[config.mk]
export PLATFORM = sky130hd
export DESIGN_NAME = overcurrent_guard_x3
export DESIGN_NICKNAME = d
export VERILOG_FILES = /design/src/rtl/overcurrent_guard_x3.sv
export SDC_FILE = /design/constraint.sdc
export NUM_CORES = 1
export LEC_CHECK = 0
export CAP_MARGIN = 10
export CORE_MARGIN = 3
export CORE_UTILIZATION = 43
export CTS_CLUSTER_SIZE = 12
export DETAILED_ROUTE_END_ITERATION = 12
export PLACE_DENSITY = 0.61
export RECOVER_POWER = 50
export SLEW_MARGIN = 10
export SYNTH_ARGS = -nofsm -noshare
export SYNTH_HDL_FRONTEND = slang
export SYNTH_SLANG_ARGS = --single-unit
[constraint.sdc]
create_clock -name clk -period 2.4 [get_ports clk]
set_input_delay 0.36 -clock clk [delete_from_list [all_inputs] [get_ports clk]]
set_output_delay 0.36 -clock clk [all_outputs]
set_load 0.02 [all_outputs]
[src/rtl/overcurrent_guard_x3.sv]
// Three-channel overcurrent guard: periodic sampling, consecutive-sample trip qualification,
// hysteretic release after a hold-off, and bounded auto-retry ending in a latched lockout.
module overcurrent_guard_x3 #(
   parameter logic [15:0] THRESH_TRIP   = 16'h0258,
   parameter logic [15:0] THRESH_CLEAR  = 16'h01F4,
   parameter int unsigned SAMPLE_DIV    = 500000,
   parameter int unsigned TRIP_COUNT    = 3,
   parameter int unsigned HOLDOFF       = 200,
   parameter int unsigned MAX_RETRIES   = 3,
   parameter int unsigned CLEAN_SAMPLES = 500
) (
   input  logic        clk,
   input  logic        rst_n,
   input  logic [15:0] s1,
   input  logic [15:0] s2,
   input  logic [15:0] s3,
   input  logic        clear_lockout,
   output logic        relay1,
   output logic        relay2,
   output logic        relay3,
   output logic [2:0]  tripped,
   output logic [2:0]  lockout,
   output logic        sample_tick
);

   localparam int unsigned CntW   = (SAMPLE_DIV > 1) ? $clog2(SAMPLE_DIV) : 1;
   localparam int unsigned OverW  = $clog2(TRIP_COUNT + 1);
   localparam int unsigned HoldW  = $clog2(HOLDOFF + 1);
   localparam int unsigned RetryW = $clog2(MAX_RETRIES + 1);
   localparam int unsigned CleanW = $clog2(CLEAN_SAMPLES + 1);

   localparam logic [CntW-1:0]   CntLast   = CntW'(SAMPLE_DIV - 1);
   localparam logic [OverW-1:0]  OverLast  = OverW'(TRIP_COUNT - 1);
   localparam logic [HoldW-1:0]  HoldMax   = HoldW'(HOLDOFF);
   localparam logic [RetryW-1:0] RetryMax  = RetryW'(MAX_RETRIES);
   localparam logic [CleanW-1:0] CleanLast = CleanW'(CLEAN_SAMPLES - 1);

   typedef enum logic [1:0] {StArmed, StPending, StTripped, StLockout} state_e;

   logic [CntW-1:0]   cnt_q;
   logic              tick_q;
   logic [15:0]       s_arr   [3];
   state_e            state_q [3];
   state_e            state_d [3];
   logic [OverW-1:0]  over_q  [3];
   logic [OverW-1:0]  over_d  [3];
   logic [HoldW-1:0]  hold_q  [3];
   logic [HoldW-1:0]  hold_d  [3];
   logic [RetryW-1:0] retry_q [3];
   logic [RetryW-1:0] retry_d [3];
   logic [CleanW-1:0] clean_q [3];
   logic [CleanW-1:0] clean_d [3];
   logic [2:0]        trip_q, trip_d;
   logic [2:0]        lock_q, lock_d;

   assign s_arr[0] = s1;
   assign s_arr[1] = s2;
   assign s_arr[2] = s3;

   function automatic logic [RetryW-1:0] retry_sat(input logic [RetryW-1:0] r);
      return (r == RetryMax) ? r : r + RetryW'(1);
   endfunction

   always_comb begin
      for (int i = 0; i < 3; i++) begin
         state_d[i] = state_q[i];
         over_d[i]  = over_q[i];
         hold_d[i]  = hold_q[i];
         retry_d[i] = retry_q[i];
         clean_d[i] = clean_q[i];
         unique case (state_q[i])
            StArmed: begin
               if (tick_q) begin
                  if (s_arr[i] > THRESH_TRIP) begin
                     clean_d[i] = '0;
                     if (TRIP_COUNT == 1) begin
                        state_d[i] = StTripped;
                        hold_d[i]  = '0;
                        over_d[i]  = '0;
                        retry_d[i] = retry_sat(retry_q[i]);
                     end else begin
                        state_d[i] = StPending;
                        over_d[i]  = OverW'(1);
                     end
                  end else if (clean_q[i] == CleanLast) begin
                     // A long enough clean run forgives earlier trips.
                     clean_d[i] = '0;
                     retry_d[i] = '0;
                  end else begin
                     clean_d[i] = clean_q[i] + CleanW'(1);
                  end
               end
            end
            StPending: begin
               if (tick_q) begin
                  if (s_arr[i] > THRESH_TRIP) begin
                     if (over_q[i] == OverLast) begin
                        state_d[i] = StTripped;
                        hold_d[i]  = '0;
                        over_d[i]  = '0;
                        retry_d[i] = retry_sat(retry_q[i]);
                     end else begin
                        over_d[i] = over_q[i] + OverW'(1);
                     end
                  end else begin
                     state_d[i] = StArmed;
                     over_d[i]  = '0;
                  end
               end
            end
            StTripped: begin
               if (tick_q) begin
                  if (hold_q[i] == HoldMax) begin
                     if (s_arr[i] <= THRESH_CLEAR) begin
                        if (retry_q[i] >= RetryMax) begin
                           state_d[i] = StLockout;
                        end else begin
                           state_d[i] = StArmed;
                           clean_d[i] = '0;
                        end
                     end
                  end else begin
                     hold_d[i] = hold_q[i] + HoldW'(1);
                  end
               end
            end
            StLockout: begin
               // Ticks are ignored; only an explicit clear releases the channel.
               if (clear_lockout) begin
                  state_d[i] = StArmed;
                  over_d[i]  = '0;
                  hold_d[i]  = '0;
                  retry_d[i] = '0;
                  clean_d[i] = '0;
               end
            end
         endcase
         trip_d[i] = (state_d[i] == StTripped) || (state_d[i] == StLockout);
         lock_d[i] = (state_d[i] == StLockout);
      end
   end

   always_ff @(posedge clk) begin
      if (!rst_n) begin
         cnt_q  <= '0;
         tick_q <= 1'b0;
         trip_q <= '0;
         lock_q <= '0;
         for (int i = 0; i < 3; i++) begin
            state_q[i] <= StArmed;
            over_q[i]  <= '0;
            hold_q[i]  <= '0;
            retry_q[i] <= '0;
            clean_q[i] <= '0;
         end
      end else begin
         cnt_q  <= (cnt_q == CntLast) ? '0 : cnt_q + CntW'(1);
         tick_q <= (cnt_q == CntLast);
         trip_q <= trip_d;
         lock_q <= lock_d;
         for (int i = 0; i < 3; i++) begin
            state_q[i] <= state_d[i];
            over_q[i]  <= over_d[i];
            hold_q[i]  <= hold_d[i];
            retry_q[i] <= retry_d[i];
            clean_q[i] <= clean_d[i];
         end
      end
   end

   assign relay1      = trip_q[0];
   assign relay2      = trip_q[1];
   assign relay3      = trip_q[2];
   assign tripped     = trip_q;
   assign lockout     = lock_q;
   assign sample_tick = tick_q;

endmodule

==> metrics.txt, run 1 <==
fin crit share between 80% and 90%; RSZ-0062 raised after global routing no; measured slew at the worst slew-check pin roughly 0.7 ns; drt pass-1 iters 5; Ports 61; first-pass GRT wire length between 20000 and 25000 um; Total GRT Usage 18.44%; Syn Nets approximately 700; total number of vias ~4800; Netlist Area Pre-Place between 0.005 and 0.006 sq mm; power consumption approximately 0.0034 W; P per Cell Area 528.7 mW/mm^2; Avg Inst Size Synth ~8 sq um; Port Buffers 60; wire length per cell ~14 um; Synth Flop Type dfxtp_1; vias in the first global route 4611; final-report max-slew violation count 0; Ys Warns 0; Hold Crit Start cnt_q[0]$_SDFF_PP0_; Starting DRT DRC Count roughly 220; # DRC 0; Layout Cells excl Fill roughly 870; final wirelength approximately 12000 um; Die Span Y 115.5 um; Clock Sinks 95; FF-to-FF path depth 9; Hold Path Depth 1; Post-synth EDFFs 0; Antenna Violating Nets Remaining 0; worst reg2reg path startpoint hold_q[0][0]$_SDFFE_PN0P_; Synth Register Bits 95; cells after synthesis between 600 and 700; share of cells above drive strength 1 under 10%; CTS root buf clkbuf_16; Design Area, Final 0.006429 sq mm; Seq/Total Area, Yosys approximately 37%; slowest cell on the critical path nor4_1; CTS tree yes; crit start category input pin; Hold Fails Final Rpt 0; critical path, cell by cell clkdlybuf4s50_1, nor4_1, nand2_1, a21oi_1, clkbuf_1, nor3_1, o31ai_1, buf_4, mux2i_1; Die W around 120 um; critical path type in -> reg; Max-cap violations 0; slowest stage delay, CP roughly 0.42 ns; min Tclk post-route about 2.1 ns; Post-CTS Repair Setup Buffers 0; clock slew at reported path FFs 0.06 ns; final setup vio count 0; Max clock buf depth 2; CP Max Fanout 8; die area about 0.013 sq mm; critical path capture point type flop; Num CTS Buffers 9; reg2reg setup slack 0.28 ns; hold crit path type reg -> reg; Slew HR 53.12%; PostCTS Resize Cnt 0; CTS Hold Bufs 0; gpl congestion approximately 0.86; ant diodes 0; Final nets a little under 800; row count 39; Area Overhead vs Synth 24.74%; clk_lat worst skew about 0.34 ns; Max H-tree Level 3; Hold EP cnt_q[0]$_SDFF_PP0_; fill count between 1000 and 1500; leakage between 2 and 2.5 nW; Worst Path Required between 2 and 3 ns; Worst Skew a little over 0.005 ns; largest net degree at the start of global routing 23; initial antenna violation count 0; Via density 5.510; DP Area between 0.006 and 0.007 sq mm; reg2reg end clean_q[0][8]$_SDFFE_PN0P_; CP arrival between 2 and 2.5 ns; Achievable Freq between 0.4 and 0.5 GHz; grt ovf 0; Max IR drop VDD 566.7 uV; placed insts approximately 860; starting density of the core between 40% and 50%; post-synth cell types just over 70; status finished, final reports clean; Final Util between 50% and 60%; DP Wirelength roughly 8800 um; FFs w/ async S/R, synth 0%; core area about 0.012 sq mm
## worst max-delay path by stage
stage / slack (ns) / cells after the start / endpoint / startpoint
finish: 0.25 / 9 / retry_q[0][2]$_SDFFE_PN0P_ / s2[15]
global placement: -0.07 / 8 / clean_q[0][0]$_SDFFE_PN0P_ / s1[10]
detailed placement: -0.08 / 8 / clean_q[0][7]$_SDFFE_PN0P_ / s1[10]
CTS: 0.27 / 8 / clean_q[0][8]$_SDFFE_PN0P_ / s1[10]
global route: 0.06 / 10 / clean_q[0][24]$_SDFFE_PN0P_ / s3[12]
floorplan: 0.41 / 8 / clean_q[0][6]$_SDFFE_PN0P_ / hold_q[0][0]$_SDFFE_PN0P_
## sequential cells by signal (all words and copies together) (netlist names)
| name | flops |
|---|---|
| sample_tick | 1 |
| clean_q | 27 |
| tripped | 3 |
| lockout | 3 |
| hold_q | 24 |
| state_q | 6 |
| retry_q | 6 |
| over_q | 6 |
| cnt_q | 19 |
## where the power goes
| part | switching (W) | total (W) | leakage, nW | internal (W) |
|---|---|---|---|---|
| sequential | 0.00000440 | 0.00159 | 0.765 | 0.00158 |
| combinational | 0.0000752 | 0.000176 | 1.42 | 0.000101 |
| clock | 0.000589 | 0.00164 | 0.164 | 0.00105 |
| total | 0.000669 | 0.00340 | 2.34 | 0.00273 |
## stage by stage
step / hold WS (ns) / TNS, ns / setup slack, ns
6_report: 0.4557 / 0 / 0.2532
5_1_grt: 0.4852 / 0 / 0.06121
4_1_cts: 0.4627 / 0 / 0.2713
3_5_place_dp: 0.4481 / -0.6836 / -0.07930
3_3_place_gp: 0.4391 / -0.5567 / -0.07475
2_1_floorplan: 0.4261 / 0 / 0.4114
## synthesized netlist by cell type, drive strengths merged (5+ instances only)
master,n,area [sq um]
a21oi,34,170.2
o21ai,36,183.9
ha,13,162.7
nand4,17,106.4
dfxtp,95,1902
o21a,5,37.54
and3,15,93.84
nor3b,7,52.55
o31ai,9,67.56
nor2b,12,75.07
or4,7,56.30
inv,23,86.33
xnor2,22,192.7
xor2,21,183.9
mux2i,7,70.07
buf,6,42.53
nor4,10,87.59
a211oi,11,95.09
nand3b,9,67.56
nand4b,5,43.79
nand3,39,200.2
nand2,49,186.4
clkbuf,11,41.29
nor2,91,341.6
nor3,15,75.07
## placed cells by master, fill, tap and decap left out, types with 17 or more instances in the layout
cell              n
dfxtp_1          95
nor2_1           91
clkdlybuf4s50_1  50
nand2_1          48
nand3_1          38
a21oi_1          34
o21ai_0          32
buf_4            30
inv_1            22
xnor2_1          22
xor2_1           21
nand4_1          17
## kinds of logic after synthesis
family,after synthesis,share of synthesized area [%]
muxes,7,1.360
AOI/OAI and AO/OA,137,18.11
adders and majority gates,13,3.156
xor gates and xnor gates,43,7.308
buffers and inverters,41,3.374
and+or+nand+nor,296,29.79
DFF,95,36.90
## critical path, delay by kind of cell
kind / cells / cell delay [ns]
multiplexers: 1 / 0.17
buffers and inverters: 3 / 0.87
AO/OA/AOI/OAI: 2 / 0.37
AND/OR/NAND/NOR: 3 / 0.63
## area by class of cell
type                    count  area [sq um]  share of cell area, %
clock inverters             3         90.09                  1.401
clock buffers              13         250.2                  3.893
multi-input cells         496          3065                  47.68
inverters                  24         90.09                  1.401
well taps                 143         178.9                  2.783
repair buffers             97         852.1                  13.25
flip-flops and latches     95          1902                  29.58
## per-layer routing
metal	part of all wire, %	wire (um)	track usage [%]
met5	0	0	0
met4	1.2	141	5.243
met3	4.6	548	4.178
met2	46	5471	30.75
met1	48	5703	24.04
(Power assumes the default switching activity.)
==> run 2: changes to the inputs <==
CORE_MARGIN = 2   (was 3)
CTS_CLUSTER_SIZE = 14   (was 12)
==> metrics.txt, run 2 (same netlist as run 1, synthesis figures left out) <==
RSZ-0062 raised after global routing no (unchanged); hold crit path type reg -> reg (unchanged); Starting DRT DRC Count 257 (was 216); Max H-tree Level 3 (unchanged); Biggest register clean_q (unchanged); reg2reg setup slack 0.28 ns (about the same); reg2reg end clean_q[0][0]$_SDFFE_PN0P_ (was clean_q[0][8]$_SDFFE_PN0P_); commonest cells after routing, fill and taps aside dfxtp_1, nor2_1, nand2_1, clkdlybuf4s50_1, nand3_1 (was dfxtp_1, nor2_1, clkdlybuf4s50_1); Slew HR 52.20% (was 53.12%); fin crit share 90.76% (was 89.45%); Num CTS Buffers 9 (unchanged); crit path to clean_q[0][26]$_SDFFE_PN0P_ (was retry_q[0][2]$_SDFFE_PN0P_); final-report max-slew violation count 0 (unchanged); ant diodes 0 (unchanged); critical path type in -> reg (unchanged); slowest stage delay, CP 0.56 ns (was 0.42 ns); Final Util 55.34% (was 55.59%); Clock Sinks 95 (unchanged); Worst Path Required 2.66 ns (was 2.67 ns); largest net degree at the start of global routing 22 (was 23); commonest non-fill, non-tap cell in the layout dfxtp_1 (unchanged); CP arrival 2.44 ns (was 2.42 ns); clk_lat worst skew 0.35 ns (was 0.34 ns); worst reg2reg path startpoint hold_q[0][0]$_SDFFE_PN0P_ (unchanged); min Tclk post-route 2.178 ns (was 2.147 ns); CP Launch Point s3[5] (was s2[15]); clock slew at reported path FFs 0.07 ns (was 0.06 ns); final setup vio count 0 (unchanged); critical path capture point type flop (unchanged); fill count 1085 (was 1079); status finished, final reports clean (unchanged); Hold Fails Final Rpt 0 (unchanged); DP Area 0.006142 sq mm (was 0.006127 sq mm); Placement Setup Slack -0.1168 ns (was -0.07930 ns); drt pass-1 iters 4 (was 5); Max IR drop VDD 261.7 uV (was 566.7 uV); Achievable Freq 0.4591 GHz (was 0.4658 GHz); starting density of the core 44.56% (unchanged); slowest cell on the critical path dlygate4sd3_1 (was nor4_1); total number of vias 4851 (was 4799); vias in the first global route 4626 (was 4611); measured slew at the worst slew-check pin 0.7170 ns (was 0.7032 ns); Max-cap violations 0 (unchanged); Total GRT Usage 19.36% (was 18.44%); # DRC 0 (unchanged); Design Area, Final 0.006400 sq mm (was 0.006429 sq mm); CTS tree yes (unchanged); Die Span Y 113.5 um (was 115.5 um); power consumption 0.003131 W (was 0.003399 W); Die W 113.5 um (was 115.5 um); Ports 61 (unchanged); Final nets 789 (was 787); leakage 2.336 nW (was 2.344 nW); initial antenna violation count 0 (unchanged); core area 0.01156 sq mm (unchanged); gpl congestion 0.8137 (was 0.8569); grt ovf 0 (unchanged); first-pass GRT wire length 20740 um (was 20430 um); crit start category input pin (unchanged); CTS Hold Bufs 0 (unchanged); Post-CTS Repair Setup Buffers 0 (unchanged); die area 0.01288 sq mm (was 0.01333 sq mm); Largest register FFs 27 (unchanged); Worst Slack Setup Final 0.2219 ns (was 0.2532 ns); FF-to-FF path depth 9 (unchanged); Max clock buf depth 2 (unchanged); largest registers clean_q x27, hold_q x24, cnt_q x19 (unchanged); DP Wirelength 8871 um (was 8802 um); final wirelength 11810 um (was 11860 um); Worst Skew 0.005982 ns (was 0.005076 ns); critical path, cell by cell dlygate4sd3_1, a211oi_1, o22ai_1, or4_4, or3_1, o31ai_1 (was clkdlybuf4s50_1, nor4_1, nand2_1, a21oi_1, clkbuf_1, nor3_1, o31ai_1, buf_4, mux2i_1); P per Cell Area 489.3 mW/mm^2 (was 528.7 mW/mm^2); Port Buffers 60 (unchanged); row count 39 (unchanged); PostCTS Resize Cnt 0 (unchanged); Via density 5.557 (was 5.510); CP Max Fanout 4 (was 8); Antenna Violating Nets Remaining 0 (unchanged); wire length per cell 13.53 um (was 13.62 um); Area Overhead vs Synth 24.18% (was 24.74%); share of cells above drive strength 1 9.315% (was 8.242%); CTS root buf clkbuf_16 (unchanged); worst-case hold slack 0.4681 ns (was 0.4557 ns)
run 2: changes by cell type in the layout (fill, tap and decap cells not counted), moves of 2 or more:
cell             delta
inv_6               +2
clkbuf_1            -4
nor4_1              -2
clkinv_2            +2
dlygate4sd3_1       +2
clkdlybuf4s50_1     -2
bufinv_16           -3
nor4_2              +2
buf_4               +3
run 2: final cells by class:
cell class	count	area, sq um	share of cell area, %
well taps	143	178.9	2.796
repair buffers	99	870.8	13.61
flip-flops and latches	95	1902	29.72
clock buffers	9	225.2	3.519
inverters	24	90.09	1.408
multi-input cells	496	3078	48.09
clock inverters	7	55.05	0.8602
run 2: critical path, delay by kind of cell:
family	cells	cell delay, ns
buffers and inverters	1	0.56
AO/OA/AOI/OAI	3	0.59
AND/OR/NAND/NOR	2	0.93
run 2: worst min path at each step:
stage	startpoint	end	slack, ns	cells past startpoint
6_report	cnt_q[0]$_SDFF_PP0_	cnt_q[0]$_SDFF_PP0_	0.47	1
5_1_grt	clean_q[0][25]$_SDFFE_PN0P_	clean_q[0][25]$_SDFFE_PN0P_	0.50	1
4_1_cts	cnt_q[0]$_SDFF_PP0_	cnt_q[0]$_SDFF_PP0_	0.47	1
3_5_place_dp	cnt_q[0]$_SDFF_PP0_	cnt_q[0]$_SDFF_PP0_	0.46	1
3_3_place_gp	cnt_q[0]$_SDFF_PP0_	cnt_q[0]$_SDFF_PP0_	0.44	1
2_1_floorplan	cnt_q[0]$_SDFF_PP0_	cnt_q[0]$_SDFF_PP0_	0.43	1
run 2: where the power goes:
part | total, W | switching [W] | internal [W]
combinational | 0.000178 | 0.0000780 | 0.0000995
clock | 0.00137 | 0.000654 | 0.000716
sequential | 0.00158 | 0.00000453 | 0.00158
total | 0.00313 | 0.000736 | 0.00240
run 2: metal layers:
metal | up-vias | wire length, um | global-route usage [%] | part of all wire [%]
met1 | 2248 | 5765 | 25.23 | 49
met4 | 0 | 240 | 8.455 | 2.0
met2 | 93 | 5370 | 31.90 | 45
met3 | 16 | 434 | 3.029 | 3.7
met5 | - | 0 | 0 | 0
li1 | 2494 | - | - | -
run 2: stage by stage:
| stage | cells | TNS [ns] |
|---|---|---|
| global placement | 857 | -0.8090 |
| global route | 873 | 0 |
| floorplan | 632 | 0 |
| finish | 873 | 0 |
| detailed placement | 857 | -1.011 |
| CTS | 873 | 0 |
==> run 3: changes to the inputs <==
CORE_UTILIZATION = 56   (was 43)
PLACE_DENSITY = 0.77   (was 0.61)
==> metrics.txt, run 3 (same netlist as run 1, synthesis figures left out) <==
status finished, final reports clean (unchanged); hold crit path type reg -> reg (unchanged); initial antenna violation count 0 (unchanged); Max IR drop VDD 267.4 uV (was 261.7 uV); starting density of the core 56.85% (was 44.56%); slowest stage delay, CP 0.40 ns (was 0.56 ns); final wirelength 11770 um (was 11810 um); Worst Skew 0.01041 ns (was 0.005982 ns); critical path type reg -> reg (was in -> reg); Max-cap violations 0 (unchanged); # DRC 0 (unchanged); Die W 99.93 um (was 113.5 um); commonest cells after routing, fill and taps aside dfxtp_1, nor2_1, nand2_1, clkdlybuf4s50_1, nand3_1 (unchanged); share of cells above drive strength 1 8.127% (was 9.315%); commonest non-fill, non-tap cell in the layout dfxtp_1 (unchanged); vias in the first global route 4710 (was 4626); Achievable Freq 0.4598 GHz (was 0.4591 GHz); CP arrival 2.46 ns (was 2.44 ns); CTS Hold Bufs 0 (unchanged); Clock Sinks 95 (unchanged); crit start category flop (was input pin); Die Span Y 99.93 um (was 113.5 um); gpl congestion 0.8577 (was 0.8137); total number of vias 4959 (was 4851); Placement Setup Slack -0.1236 ns (was -0.1168 ns); die area 0.009986 sq mm (was 0.01288 sq mm); row count 35 (was 39); Hold Fails Final Rpt 0 (unchanged); Num CTS Buffers 9 (unchanged); largest registers clean_q x27, hold_q x24, cnt_q x19 (unchanged); Ports 61 (unchanged); measured slew at the worst slew-check pin 0.6864 ns (was 0.7170 ns); Max H-tree Level 3 (unchanged); P per Cell Area 455.4 mW/mm^2 (was 489.3 mW/mm^2); Biggest register clean_q (unchanged); leakage 2.278 nW (was 2.336 nW); DP Area 0.006085 sq mm (was 0.006142 sq mm); first-pass GRT wire length 19890 um (was 20740 um); CTS root buf clkbuf_8 (was clkbuf_16); final setup vio count 0 (unchanged); Worst Path Required 2.69 ns (was 2.66 ns); storage element area 0.001902 sq mm (unchanged); Post-CTS Repair Setup Buffers 0 (unchanged); Total GRT Usage 23.96% (was 19.36%); Final nets 785 (was 789); Starting DRT DRC Count 190 (was 257); min Tclk post-route 2.175 ns (was 2.178 ns); final-report max-slew violation count 0 (unchanged); ant diodes 0 (unchanged); Port Buffers 60 (unchanged); Largest register FFs 27 (unchanged); fill count 736 (was 1085); critical path capture point type flop (unchanged); fin crit share 90.62% (was 90.76%); Design Area, Final 0.006241 sq mm (was 0.006400 sq mm); wire length per cell 14.06 um (was 13.53 um); PostCTS Resize Cnt 0 (unchanged); Via density 5.925 (was 5.557); largest net degree at the start of global routing 34 (was 22); placed insts 821 (was 857); RSZ-0062 raised after global routing no (unchanged); CP Max Fanout 5 (was 4); grt ovf 0 (unchanged); Area Overhead vs Synth 21.10% (was 24.18%); drt pass-1 iters 5 (was 4); Slew HR 54.24% (was 52.20%); core area 0.009065 sq mm (was 0.01156 sq mm); critical path, cell by cell inv_1, ha_1, and4b_1, nand4_1, buf_4, nor4_2, o21ai_0, or3_1, o311ai_1 (was dlygate4sd3_1, a211oi_1, o22ai_1, or4_4, or3_1, o31ai_1); DP Wirelength 8733 um (was 8871 um); Worst Slack Setup Final 0.2252 ns (was 0.2219 ns); multi-input logic area 0.003059 sq mm (was 0.003078 sq mm); Layout Cells excl Fill 837 (was 873); Max clock buf depth 2 (unchanged); clock slew at reported path FFs 0.11 ns (was 0.07 ns); clk_lat worst skew 0.38 ns (was 0.35 ns); slowest cell on the critical path or3_1 (was dlygate4sd3_1); CTS tree yes (unchanged); Antenna Violating Nets Remaining 0 (unchanged)
[run 3: cell count changes in the layout (fill, tap and decap cells not counted), moves of 3 or more]
cell,delta
buf_4,-7
clkbuf_8,+9
nor4_1,+3
clkbuf_16,-9
nor4_2,-3
[run 3: final timing paths]
path                                endpoint  slack [ns]                      start  depth (start not counted)
setup / recovery  clean_q[0][8]$_SDFFE_PN0P_        0.23  hold_q[0][0]$_SDFFE_PN0P_                          9
hold / removal           cnt_q[0]$_SDFF_PP0_        0.47        cnt_q[0]$_SDFF_PP0_                          1
setup reg to reg  clean_q[0][8]$_SDFFE_PN0P_        0.23  hold_q[0][0]$_SDFFE_PN0P_                          9
hold reg to reg          cnt_q[0]$_SDFF_PP0_        0.47        cnt_q[0]$_SDFF_PP0_                          1
[run 3: cell type report]
type	instances	area share, %
inverter	24	1.443
timing repair buffer	95	13.55
clock inverter	7	1.303
sequential	95	30.47
multi-input combinational	496	49.02
clock buffer	9	1.985
tap	111	2.225
[run 3: critical path: cells and delay by family (launching register included)]
kind                     cells  cell delay (ns)
AND/OR/NAND/NOR              4             0.97
flip-flops                   1             0.37
AO/OA/AOI/OAI                2             0.34
buffers and inverters        2             0.27
adder cells (fa/ha/maj)      1             0.13
[run 3: metrics by stage]
stage / power, W / setup TNS [ns] / util [%] / hold slack, ns
3_3_place_gp: 0.001798 / -0.3678 / 67.12 / 0.4355
3_5_place_dp: 0.001804 / -0.9420 / 67.12 / 0.4489
4_1_cts: 0.002883 / 0 / 69.39 / 0.4700
5_1_grt: 0.002956 / 0 / 68.85 / 0.4924
6_report: 0.002842 / 0 / 68.85 / 0.4658
2_1_floorplan: 0.001677 / 0 / - / 0.4261
[run 3: power breakdown]
group	switching (W)	leakage [nW]	internal [W]
clock	0.000661	0.104	0.000420
combinational	0.0000749	1.41	0.000102
sequential	0.00000463	0.765	0.00158
[run 3: per-layer routing]
metal  GRT usage [%]  wire length [um]  vias to the layer above  part of all wire (%)
li1                -                 -                     2473                     -
met1           27.87              5073                     2320                    43
met2           43.30              5822                      136                    49
met3           5.292               600                       30                   5.1
met4           8.535               273                        0                   2.3
met5               0                 0                        -                     0
